==> src/rtl/riscv_pkg.sv <==
// Shared RISC-V pipeline definitions used by the ID-stage hazard logic.
//   REG_ADDR_W : width of an architectural register index
//   NREGS      : number of architectural registers (x0 included)
//   RTYPE/ITYPE/STYPE/SBTYPE : major opcodes used by the source-use decode
//   reg_idx_t  : register index type
package riscv_pkg;

  localparam int REG_ADDR_W = 5;
  localparam int NREGS      = 32;

  localparam logic [6:0] RTYPE  = 7'b0110011;
  localparam logic [6:0] ITYPE  = 7'b0010011;
  localparam logic [6:0] STYPE  = 7'b0100011;
  localparam logic [6:0] SBTYPE = 7'b1100011;

  typedef logic [REG_ADDR_W-1:0] reg_idx_t;

  function automatic logic is_x0(input reg_idx_t r);
    return (r == '0);
  endfunction

endpackage

==> src/rtl/sb_entry.sv <==
// One scoreboard entry: pending-write counter for a single register.
//   clock, reset : rising-edge clock, async active-low reset
//   inc          : a new write to this register was issued
//   dec_r, dec_k : a write retired / a write was squashed
//   cnt          : current outstanding-write count
//   uf_amt       : number of decrements this cycle that found nothing to remove
module sb_entry #(
  parameter int CNT_W = 2
) (
  input  logic             clock,
  input  logic             reset,
  input  logic             inc,
  input  logic             dec_r,
  input  logic             dec_k,
  output logic [CNT_W-1:0] cnt,
  output logic [1:0]       uf_amt
);

  logic [CNT_W-1:0] cnt_q, cnt_d;
  logic [CNT_W:0]   up_sum;
  logic [CNT_W:0]   net_sum;
  logic [1:0]       dn_sum;

  always_comb begin
    up_sum  = {1'b0, cnt_q} + {{CNT_W{1'b0}}, inc};
    dn_sum  = {1'b0, dec_r} + {1'b0, dec_k};
    net_sum = up_sum - {{(CNT_W-1){1'b0}}, dn_sum};
    uf_amt  = '0;
    cnt_d   = cnt_q;
    if (up_sum < {{(CNT_W-1){1'b0}}, dn_sum}) begin
      // Clamp at zero and report how many decrements had nothing to remove.
      uf_amt = dn_sum - up_sum[1:0];
      cnt_d  = '0;
    end else if (net_sum[CNT_W]) begin
      // Saturate; the stall path keeps this unreachable in normal use.
      cnt_d = '1;
    end else begin
      cnt_d = net_sum[CNT_W-1:0];
    end
  end

  always_ff @(posedge clock or negedge reset) begin
    if (!reset) cnt_q <= '0;
    else        cnt_q <= cnt_d;
  end

  assign cnt = cnt_q;

endmodule

==> src/rtl/reg_scoreboard.sv <==
// Register scoreboard for the ID stage. Counts outstanding writes per
// destination register between issue and WB retire / branch-flush kill,
// and tells the hazard unit whether the current sources are still pending.
//   clock, reset            : rising-edge clock, async active-low reset
//   issue_valid/we/rd       : instruction leaving ID and its destination
//   rs1, rs2, rs1_used/used : sources of the instruction in ID
//   retire_valid/rd         : WB register-file write
//   kill_valid/rd           : squashed instruction's destination
//   rs1_busy, rs2_busy      : source has a pending write
//   stall                   : ID must hold
//   pending                 : per-register nonzero-count map
//   inflight                : total outstanding tracked writes
//   err_underflow           : sticky, a decrement found a zero count
module reg_scoreboard
  import riscv_pkg::*;
#(
  parameter int NREGS  = riscv_pkg::NREGS,
  parameter int CNT_W  = 2,
  parameter int INFL_W = 4
) (
  input  logic                  clock,
  input  logic                  reset,
  input  logic                  issue_valid,
  input  logic                  issue_we,
  input  logic [REG_ADDR_W-1:0] issue_rd,
  input  logic [REG_ADDR_W-1:0] rs1,
  input  logic [REG_ADDR_W-1:0] rs2,
  input  logic                  rs1_used,
  input  logic                  rs2_used,
  input  logic                  retire_valid,
  input  logic [REG_ADDR_W-1:0] retire_rd,
  input  logic                  kill_valid,
  input  logic [REG_ADDR_W-1:0] kill_rd,
  output logic                  rs1_busy,
  output logic                  rs2_busy,
  output logic                  stall,
  output logic [NREGS-1:0]      pending,
  output logic [INFL_W-1:0]     inflight,
  output logic                  err_underflow
);

  localparam logic [CNT_W-1:0] CNT_MAX = '1;
  localparam logic [CNT_W-1:0] CNT_ONE = CNT_W'(1);

  logic [CNT_W-1:0]  cnt_w [NREGS];
  logic [1:0]        uf_w  [NREGS];

  logic              inc, dec_r, dec_k, sat;
  logic [CNT_W-1:0]  cnt_rs1, cnt_rs2, cnt_ird;
  logic              clr_rs1, clr_rs2;
  logic [INFL_W-1:0] uf_total;
  logic [INFL_W-1:0] inflight_q, inflight_d;
  logic              err_q, err_d;

  assign inc   = issue_valid && issue_we && !is_x0(issue_rd) && !stall;
  assign dec_r = retire_valid && !is_x0(retire_rd);
  assign dec_k = kill_valid && !is_x0(kill_rd);

  // x0 is never tracked.
  assign cnt_w[0] = '0;
  assign uf_w[0]  = '0;

  for (genvar g = 1; g < NREGS; g++) begin : g_entry
    sb_entry #(.CNT_W(CNT_W)) u_entry (
      .clock  (clock),
      .reset  (reset),
      .inc    (inc   && (issue_rd  == REG_ADDR_W'(g))),
      .dec_r  (dec_r && (retire_rd == REG_ADDR_W'(g))),
      .dec_k  (dec_k && (kill_rd   == REG_ADDR_W'(g))),
      .cnt    (cnt_w[g]),
      .uf_amt (uf_w[g])
    );
  end

  always_comb begin
    for (int i = 0; i < NREGS; i++) begin
      pending[i] = (cnt_w[i] != '0);
    end
  end

  // Write-before-read register file: a last pending write retiring (or being
  // killed) this cycle no longer blocks the reader.
  always_comb begin
    cnt_rs1  = cnt_w[rs1];
    cnt_rs2  = cnt_w[rs2];
    cnt_ird  = cnt_w[issue_rd];
    clr_rs1  = (dec_r && (retire_rd == rs1)) || (dec_k && (kill_rd == rs1));
    clr_rs2  = (dec_r && (retire_rd == rs2)) || (dec_k && (kill_rd == rs2));
    rs1_busy = rs1_used && !is_x0(rs1) && (cnt_rs1 != '0)
               && !((cnt_rs1 == CNT_ONE) && clr_rs1);
    rs2_busy = rs2_used && !is_x0(rs2) && (cnt_rs2 != '0)
               && !((cnt_rs2 == CNT_ONE) && clr_rs2);
    sat      = issue_we && (cnt_ird == CNT_MAX);
    stall    = rs1_busy || rs2_busy || sat;
  end

  // Decrements that underflowed were never counted, so add them back.
  always_comb begin
    uf_total = '0;
    for (int i = 1; i < NREGS; i++) begin
      uf_total = uf_total + INFL_W'(uf_w[i]);
    end
    inflight_d = inflight_q + INFL_W'(inc) - INFL_W'(dec_r) - INFL_W'(dec_k)
                 + uf_total;
    err_d      = err_q || (uf_total != '0);
  end

  always_ff @(posedge clock or negedge reset) begin
    if (!reset) begin
      inflight_q <= '0;
      err_q      <= 1'b0;
    end else begin
      inflight_q <= inflight_d;
      err_q      <= err_d;
    end
  end

  assign inflight      = inflight_q;
  assign err_underflow = err_q;

endmodule

==> config.mk <==
export PLATFORM = sky130hd
export DESIGN_NAME = reg_scoreboard
export DESIGN_NICKNAME = d
export VERILOG_FILES = /design/src/rtl/riscv_pkg.sv /design/src/rtl/sb_entry.sv /design/src/rtl/reg_scoreboard.sv
export SDC_FILE = /design/constraint.sdc
export NUM_CORES = 1
export LEC_CHECK = 0
export ABC_AREA = 1
export ABC_CLOCK_PERIOD_IN_PS = 7810
export CAP_MARGIN = 10
export CORE_MARGIN = 5
export CORE_UTILIZATION = 57
export CTS_CLUSTER_DIAMETER = 150
export DETAILED_ROUTE_END_ITERATION = 8
export PLACE_DENSITY_LB_ADDON = 0.05
export SYNTH_ARGS = -nofsm -noshare
export SYNTH_HDL_FRONTEND = slang
export SYNTH_HIERARCHICAL = 1
export SYNTH_SLANG_ARGS = --single-unit
==> constraint.sdc <==
create_clock -name clock -period 7.81 [get_ports clock]
set_clock_uncertainty 0.05 [all_clocks]
set_input_delay 0.781 -clock clock [delete_from_list [all_inputs] [get_ports clock]]
set_output_delay 0.781 -clock clock [all_outputs]
set_load 0.01 [all_outputs]
-- Word level (Yosys, flattened, before mapping)
Cells that the tools add are included.
- add/subtract/negate cells: 158
- multiply operators: 0
- div/mod/pow operators: 0
- $lt $le $gt $ge: 34
- equal/unequal tests: 100
- shift operators: 0
- multiplexer cells: 102
- bitwise operators: 3
- reductions and logical operators: 163
- operator list (kind ; count):
    $eq A5 B5 Y1 const B ; 48
    $mux W2 ; 99
    $eq A5 B4 Y1 const B ; 24
    $add A4 B2 Y4 ; 28
    $logic_and A1 B1 Y1 ; 111
    $add A2 B1 Y3 ; 31
    $lt A3 B2 Y1 ; 31
    $sub A3 B2 Y3 ; 31
    $reduce_bool A2 Y1 ; 33
    $add A1 B1 Y2 ; 31
    $sub A2 B2 Y2 ; 31
    $eq A5 B3 Y1 const B ; 12
    $bmux W2 S5 ; 3
    $eq A5 B2 Y1 const B ; 6
    $logic_not A5 Y1 ; 5
    $eq A5 B5 Y1 ; 4
    $ge A6 B6 Y1 const B ; 3
    $not A5 Y6 ; 3
    $eq A5 B1 Y1 const B ; 3
    $logic_not A1 Y1 ; 8
    $sub A4 B1 Y4 ; 2
    $logic_or A1 B1 Y1 ; 5
    $add A3 B2 Y4 ; 1
    $add A4 B1 Y4 ; 1
    other kinds (5) ; 6
- bits in registers: 67
- latch bits: 0
- RAM bits: 0
- memory bits (read-only): 0
- input bits: 33
- output and inout port bits: 40
- memories: 0

-- Longest topological paths before layout
Gate-level depths: netlist (run 1).
- depth after elaboration: 48
- depth in mapped cells: 46

-- Hierarchy
The synthesis (run 1) kept the hierarchy.
- modules (own cells, without submodules) (module ; instances ; cells each ; area each (sq um) ; sequential area each (sq um)):
    sb_entry ; 31 ; 31 ; 245.2 ; 50.0
    reg_scoreboard ; 1 ; 946 ; 5286.3 ; 125.1

-- Worst setup path after synthesis (run 1)
No wires, ideal clock.
- path kind: in2reg
- start: input kill_rd[2]
- end: register inflight_q[3], in the netlist inflight[3]
- data arrival time: 8.803 ns
- data required time: 7.626 ns
- slack: -1.176 ns
- cell stages on the path: 35
- buffers on the path: 2
- cell sequence: clkbuf_2 > nor2_2 > nand2_1 > o21ai_2 > nor2_1 > nor2_1 > nand3_1 > a21oi_2 > nor2_4 > nand3_4 > buf_6 > nor2_2 > ha_1 > fa_1 > xor2_1 > nor2_1 > inv_1 > fa_1 > fa_1 > fa_1 > fa_1 > fa_1 > fa_1 > fa_1 > inv_1 > ha_1 > inv_1 > fa_1 > ha_1 > inv_1 > ha_1 > a21oi_1 > nand2_1 > xor2_1 > xnor3_1
- RTL lines (element ; RTL line ; text):
    start, declared ; reg_scoreboard.sv:33 ; input logic [REG_ADDR_W-1:0] kill_rd,
    end signal, assigned ; reg_scoreboard.sv:113 ; inflight_q <= inflight_d;
    end, declared ; reg_scoreboard.sv:52 ; logic [INFL_W-1:0] inflight_q, inflight_d;

==> flow_metrics.tcl, run 1 <==
set metrics [dict create \
    grt_max_degree 68 \
    synth_edf_count 0 \
    fillers 1532 \
    max_freq_mhz 111 \
    place_ws_ps -2150 \
    arrival_ps 9170 \
    clock-sinks 67 \
    violations "DRC, setup timing" \
    synth_xor_area_frac 0.0412 \
    cts_tree "built" \
    root_buffer "clkbuf_16" \
    num_vias 14440 \
    cts.path.max_buffers 2 \
    r2r_start "g_entry[17].u_entry/cnt[1]" \
    antenna_left 0 \
    crit_fanout 11 \
    avgRoutedWirePerCell_um 18.9 \
    synthTopCellsByCount "nand2_1, inv_1, nor2_1" \
    worstHoldPathType "reg -> reg" \
    holdWs_ps 509 \
    diodes 0 \
    synthMuxAreaShare 0 \
    drc 2 \
    max_stage_delay_ps 630 \
    cp-end-kind "register" \
    reg2reg_slack_ps -1020 \
    synth_area_leader_cell "fa_1" \
    cp_common_cell "fa_1" \
    drtPass1Iterations 9 \
    yosys_register_bits 67 \
    syn_to_final_growth_pct 41.3 \
    synthesis.nets 2223 \
    start_util 0.575 \
    grt_pass1_wl_um 78100 \
    detail_route.vias_per_cell 5.36 \
    setup_ws_ps -1180 \
    crit_family "adder cells" \
    routabilityCongestion 1.09 \
    p_per_area_nw_per_um2 555 \
    synth_top_area_share 0.182 \
    die-height_um 160 \
    track_usage 0.392 \
    drtIter0Drc 1660 \
    antenna_found_initial 0 \
    final_nets 2721 \
    slew_headroom 0.308 \
    hold_end "err_underflow" \
    cp.required_ps 7990 \
    yosysUniqueCellTypes 33 \
    synth_compound_area_frac 0.0226 \
    drive_gt1_frac 0.287 \
    vdd_drop_max_uv 1460 \
    fin_crit_sh 1.15 \
    numPortBuffers 71 \
    worstHoldStart "err_underflow" \
    synthAdderAreaFrac 0.343 \
    rows 55 \
    dieArea_um2 25700 \
    synthArstFlopShare 1.00 \
    yosysSeqAreaShare 0.130 \
    hold_viol 0 \
    gr-total-overflow 0 \
    wirelength_um 50900 \
    clk_pin_slew_ps 60 \
    worst_slew_pin_slew_ps 1040 \
    setup.worst_path.start_class "primary input" \
    leakage_nw 9.94 \
    dp_hpwl_um 40100 \
    io_pins 73 \
    cts_made_buffers 9 \
    syn_inst 1907 \
    status "complete, but fails checks" \
    yosys_warnings 6 \
    synth_top_family_by_area "adder cells" \
    synth_area_leaders "fa_1, ha_1, nand2_1" \
    setup_violations 5 \
    dieWidth_um 160 \
    yosysMostFrequentCell "nand2_1" \
    report.final.slew_viol_count 0 \
    grt_pass1_vias 14812 \
    whs_path_depth 2 \
    rsz0062_at_grt "true" \
    crit_path_top_delay_cell "fa_2" \
    finalCriticalPeriod_ps 8990 \
    ys.flop_type "dfrtp_1" \
    syn_area_um2 12900 \
    p_total_w 0.0101 \
    worstSetupPathType "in -> reg" \
    synth_area_per_cell_um2 6.76 \
    rr_worst_depth 38 \
    synth_simple_gate_area_frac 0.304 \
    htree_levels 3 \
    cap_violations 0 \
    worstSkewPairLatency_ps 360 \
    core_area_um2 22400 \
    crit_buf_inv 8 \
    timing.rr.end "inflight[3]" \
]
==> logic make-up after synthesis <==
kind of cell / Yosys count
XOR/XNOR: 59
adder cells (fa/ha/maj): 283
AND/OR/NAND/NOR: 937
flip-flops: 67
AO/OA/AOI/OAI: 50
buffers and inverters: 510
other: 1
==> area by class of cell <==
| type | count | area, um^2 | share of cell area |
|---|---|---|---|
| well taps | 285 | 357 | 0.0196 |
| repair inverters | 1 | 8.76 | 0.000481 |
| flip-flops and latches | 67 | 1680 | 0.0921 |
| clock buffers | 12 | 267 | 0.0146 |
| clock inverters | 2 | 35.0 | 0.00192 |
| inverters | 470 | 1810 | 0.0995 |
| multi-input cells | 1330 | 9630 | 0.529 |
| repair buffers | 526 | 4420 | 0.243 |
==> metal layers <==
| layer | track usage | part of all wire | vias to the layer above |
|---|---|---|---|
| met3 | 0.0690 | 0.090 | 249 |
| met4 | 0.259 | 0.085 | 0 |
| met5 | 0 | 0 | - |
| met2 | 0.641 | 0.45 | 827 |
| met1 | 0.475 | 0.37 | 6716 |
| li1 | - | - | 6648 |
==> state kept, by name, indices dropped and copies added, names as in the netlist <==
signal / count
err_underflow: 1
g_entry.u_entry/cnt: 62
inflight: 4
==> through the flow <==
stage | std cells | setup TNS [ps] | area (um^2) | utilization
floorplan | 1907 | -1440 | 13000 | -
global placement | 2637 | -7770 | 16900 | 0.755
detailed placement | 2637 | -8790 | 16900 | 0.755
CTS | 2685 | -3550 | 18000 | 0.801
global route | 2693 | -5430 | 18200 | 0.812
finish | 2693 | -4150 | 18200 | 0.812
==> layout by cell type, fill, tap and decap left out, types with 44 or more instances in the layout <==
cell             count
buf_4              426
clkdlybuf4s50_1     44
dfrtp_1             67
fa_1               103
ha_1               146
inv_1              425
nand2_1            487
nand3_1            161
nor2_1             184
xor2_1              44
==> repair_timing <==
action                     CTS  global route
setup endpoints to repair    5             5
hold buffers                 0             0
cloned                       8             0
pin swaps                   96            49
setup buffers               26             8
resized for setup          201            48
==> how the worst max path moves through the flow <==
stage / startpoint / endpoint / slack, ps / cells after the start
floorplan: rs1[0] / inflight[3] / -620 / 40
global placement: retire_rd[2] / inflight[3] / -1880 / 42
detailed placement: retire_rd[2] / inflight[3] / -2150 / 41
CTS: rs1[0] / inflight[3] / -1050 / 38
global route: issue_rd[0] / inflight[3] / -1460 / 41
finish: rs1[0] / inflight[3] / -1180 / 39
==> worst min-delay path, cell delays in order (launching register included) <==
cell and delay (ps):
dfrtp_1 370, nor3_1 70, nand3_1 80
==> power by group <==
group          internal, W  switching [W]
registers         0.000602       0.000230
clock network     0.000270       0.000195
logic              0.00450        0.00430
total              0.00537        0.00473
(Power assumes the default switching activity.)
==> inputs of run 2 (changes only) <==
Settings changed: SKIP_CTS_REPAIR_TIMING from default to 1.
==> flow_metrics.tcl, run 2 (same netlist as run 1, synthesis figures left out) <==
set metrics [dict create \
    worst_slew_pin_slew_ps 1030 \
    cts.path.max_buffers 2 \
    p_per_area_nw_per_um2 541 \
    arrival_ps 9260 \
    worstSkewPairLatency_ps 360 \
    clock-sinks 67 \
    clk_pin_slew_ps 60 \
    final_nets 2708 \
    max_freq_mhz 110 \
    status "complete, but fails checks" \
    largest_reg_flops 62 \
    diodes 0 \
    report.final.slew_viol_count 0 \
    setup.worst_path.start_class "primary input" \
    io_pins 73 \
    slew_headroom 0.311 \
    cts_made_buffers 9 \
    cp_common_cell "nand2_1" \
    drive_gt1_frac 0.269 \
    max_stage_delay_ps 660 \
    hold_viol 0 \
    worstHoldPathType "reg -> reg" \
    leakage_nw 9.92 \
    grt_pass1_wl_um 74000 \
    rows 55 \
    dp_hpwl_um 40100 \
    grt_pass1_vias 14259 \
    setup_tns_ps -4450 \
    detail_route.vias_per_cell 5.37 \
    htree_levels 3 \
    die-height_um 160 \
    cp.required_ps 7990 \
    finalCriticalPeriod_ps 9080 \
    root_buffer "clkbuf_16" \
    track_usage 0.370 \
    vdd_drop_max_uv 1410 \
    fin_crit_sh 1.16 \
    numPortBuffers 71 \
    cap_violations 0 \
    crit_path_top_delay_cell "fa_2" \
    layout_common_cells "nand2_1, inv_1, buf_4, nor2_1, nand3_1" \
    final_common_cell "nand2_1" \
    setup_violations 5 \
    dieArea_um2 25700 \
    avgRoutedWirePerCell_um 18.9 \
    numPlacedInstances 2637 \
    dieWidth_um 160 \
    drtPass1Iterations 8 \
    syn_to_final_growth_pct 39.5 \
    worstSetupPathType "in -> reg" \
    crit_fanout 9 \
    drc 0 \
    placed_cell_area_um2 16900 \
    antenna_left 0 \
    violations "setup timing" \
    core_area_um2 22400 \
    final_cells 2680 \
    gr-total-overflow 0 \
    final_cell_area_um2 18000 \
    cts_tree "built" \
    antenna_found_initial 0 \
    setup_ws_ps -1270 \
    drtIter0Drc 1498 \
    rsz0062_at_grt "true" \
    grt_max_degree 68 \
    num_vias 14381 \
    wirelength_um 50700 \
    routabilityCongestion 1.09 \
    start_util 0.575 \
    p_total_w 0.00973 \
    cp-end-kind "register" \
]
[run 2: cell types whose count changed in the layout (fill, tap and decap cells not counted), moves of 6 or more]
cell            change
buf_16              -6
clkbuf_16           +8
clkbuf_2           +10
dlygate4sd2_1       -6
buf_2               -9
buf_4              -10
nand3_1             +7
dlymetal6s2s_1     +10
nand3_2             -7
nand2_1             +6
[run 2: area by class of cell]
class / count / area, um^2
clock inverters: 2 / 35.0
fillers: 1606 / 4460
repair buffers: 513 / 4320
repair inverters: 1 / 8.76
clock buffers: 12 / 267
multi-input cells: 1330 / 9520
well taps: 285 / 357
inverters: 470 / 1800
flip-flops and latches: 67 / 1680
[run 2: critical path: cells and delay by family]
kind,cells,cell delay (ps)
xor+xnor,2,420
fa+ha+maj,13,5530
buf+inv,7,680
compound gates,2,220
simple gates,16,1610
[run 2: power breakdown]
| part | switching, W | total [W] | internal, W | leakage, nW |
|---|---|---|---|---|
| clock | 0.000197 | 0.000468 | 0.000271 | 0.151 |
| combinational | 0.00420 | 0.00844 | 0.00424 | 8.89 |
| sequential | 0.000227 | 0.000828 | 0.000602 | 0.874 |
| total | 0.00463 | 0.00973 | 0.00511 | 9.92 |
[run 2: worst paths after layout]
| check | startpoint | depth (start not counted) | to | slack (ps) |
|---|---|---|---|---|
| setup / recovery | issue_rd[0] | 40 | inflight[3] | -1270 |
| hold / removal | err_underflow | 2 | err_underflow | 500 |
| setup reg to reg | g_entry[7].u_entry/cnt[1] | 39 | inflight[3] | -1160 |
| hold reg to reg | err_underflow | 2 | err_underflow | 500 |
| max in group asynchronous | reset | 1 | g_entry[6].u_entry/cnt[0] | 6500 |
| min in group asynchronous | reset | 1 | g_entry[27].u_entry/cnt[1] | 550 |
[run 2: per-layer routing]
metal | share of wire | GRT usage | up-vias
met5 | 0 | 0 | -
met1 | 0.37 | 0.457 | 6627
met4 | 0.079 | 0.209 | 0
met3 | 0.098 | 0.0667 | 274
li1 | - | - | 6619
met2 | 0.45 | 0.612 | 861
[run 2: metrics by stage]
| step | setup WS (ps) | util | hold slack [ps] |
|---|---|---|---|
| final | -1270 | 0.801 | 500 |
| after CTS | -1770 | 0.769 | 465 |
| after floorplan | -620 | - | 435 |
| after detailed placement | -2150 | 0.755 | 451 |
| after global placement | -1880 | 0.755 | 438 |
| after global routing | -1520 | 0.801 | 544 |
==> inputs of run 3 (changes only) <==
Settings changed: GPL_ROUTABILITY_DRIVEN from default to 0.
==> flow_metrics.tcl, run 3 (same netlist as run 1, synthesis figures left out) <==
set metrics [dict create \
    cts.path.max_buffers 2 \
    seqCellArea_um2 1680 \
    drc 0 \
    track_usage 0.340 \
    htree_levels 3 \
    violations "setup timing" \
    layout_common_cells "nand2_1, inv_1, buf_4, nor2_1, nand3_1" \
    rr_worst_depth 36 \
    fillers 1531 \
    worstHoldPathType "reg -> reg" \
    grt_max_degree 68 \
    wirelength_um 46400 \
    max_stage_delay_ps 650 \
    reg2reg_slack_ps -1020 \
    cap_violations 0 \
    timing.rr.end "inflight[3]" \
    avgRoutedWirePerCell_um 17.3 \
    cp.required_ps 7990 \
    cp-end-kind "register" \
    final_common_cell "nand2_1" \
    combPwrFrac 0.859 \
    multi_input_area_um2 9660 \
    drtPass1Iterations 9 \
    grt_pass1_wl_um 68600 \
    setup_tns_ps -4380 \
    core_area_um2 22400 \
    final_nets 2700 \
    switching_share 0.473 \
    dieArea_um2 25700 \
    slew_headroom 0.347 \
    worstHoldStart "err_underflow" \
    gr-total-overflow 0 \
    whs_path_depth 2 \
    worst_slew_pin_slew_ps 979 \
    root_buffer "clkbuf_16" \
    rsz0062_at_grt "true" \
    vdd_drop_max_uv 1520 \
    fin_util 0.807 \
    cp_common_cell "fa_1" \
    diodes 0 \
    syn_to_final_growth_pct 40.5 \
    report.final.slew_viol_count 0 \
    setup_violations 5 \
    clock-sinks 67 \
    finalCriticalPeriod_ps 9000 \
    start_util 0.575 \
    rows 55 \
    p_per_area_nw_per_um2 491 \
    leakage_nw 9.90 \
    antenna_left 0 \
    drtIter0Drc 1684 \
    clkPwrFrac 0.049 \
    intPower_w 0.00468 \
    worstSkewPairLatency_ps 360 \
    numPlacedInstances 2627 \
    grt_pass1_vias 13372 \
    num_vias 14099 \
    r2r_start "g_entry[19].u_entry/cnt[0]" \
    p_sw_w 0.00420 \
    max_freq_mhz 111 \
    fin_crit_sh 1.15 \
    antenna_found_initial 0 \
    worstSetupPathType "in -> reg" \
    io_pins 73 \
    hold_viol 0 \
    setup_ws_ps -1190 \
    cts_made_buffers 9 \
    die-height_um 160 \
    setup.worst_path.start_class "primary input" \
    clk_pin_slew_ps 60 \
    arrival_ps 9170 \
    seqPwrFrac 0.092 \
    dp_hpwl_um 36700 \
    crit_fanout 7 \
    largest_reg_flops 62 \
    detail_route.vias_per_cell 5.27 \
    status "complete, but fails checks" \
    crit_path_top_delay_cell "fa_2" \
    dieWidth_um 160 \
    drive_gt1_frac 0.282 \
    cts_tree "built" \
    hold_end "err_underflow" \
    final_cells 2674 \
    numPortBuffers 71 \
]
## run 3: power groups by stage
stage | logic [W] | clock network (W) | registers (W)
3_3_place_gp | 0.00690 | 0 | 0.000809
5_1_grt | 0.00859 | 0.000454 | 0.000830
2_1_floorplan | 0.00476 | 0 | 0.000749
3_5_place_dp | 0.00730 | 0 | 0.000807
6_report | 0.00763 | 0.000436 | 0.000820
4_1_cts | 0.00740 | 0.000444 | 0.000805
## run 3: worst max path at each step
stage | start | endpoint | slack (ps) | cells past startpoint
after floorplan | rs1[0] | inflight[3] | -620 | 40
after global placement | kill_rd[3] | inflight[3] | -1660 | 39
after detailed placement | kill_rd[3] | inflight[3] | -1860 | 38
after CTS | kill_rd[3] | inflight[3] | -1500 | 38
after global routing | rs2[3] | inflight[3] | -1420 | 38
final | rs2[0] | inflight[3] | -1190 | 38
## run 3: metal layers
layer	global-route usage	wire length [um]	vias to the layer above
met4	0.150	3100	0
met3	0.0475	4530	229
met5	0	0	-
met1	0.441	17600	6496
li1	-	-	6609
met2	0.568	21200	765
## run 3: cell type report
class,count,area share
clock inverters,5,0.00290
multi-input cells,1331,0.533
repair inverters,1,0.000484
inverters,470,0.0985
flip-flops and latches,67,0.0926
well taps,285,0.0197
repair buffers,504,0.239
clock buffers,11,0.0134
## run 3: worst max-delay path: cells and delay by family
kind,cells,cell delay (ps)
fa+ha+maj,13,5450
simple gates,11,1120
buf+inv,9,900
xor+xnor,3,560
compound gates,2,350
## run 3: through the flow
stage / instance area [um^2] / power [W] / setup slack [ps] / hold slack (ps)
finish: 18100 / 0.00889 / -1190 / 459
global route: 18100 / 0.00988 / -1420 / 498
global placement: 16900 / 0.00771 / -1660 / 453
floorplan: 13000 / 0.00551 / -620 / 435
detailed placement: 16900 / 0.00811 / -1860 / 451
CTS: 17200 / 0.00864 / -1500 / 468
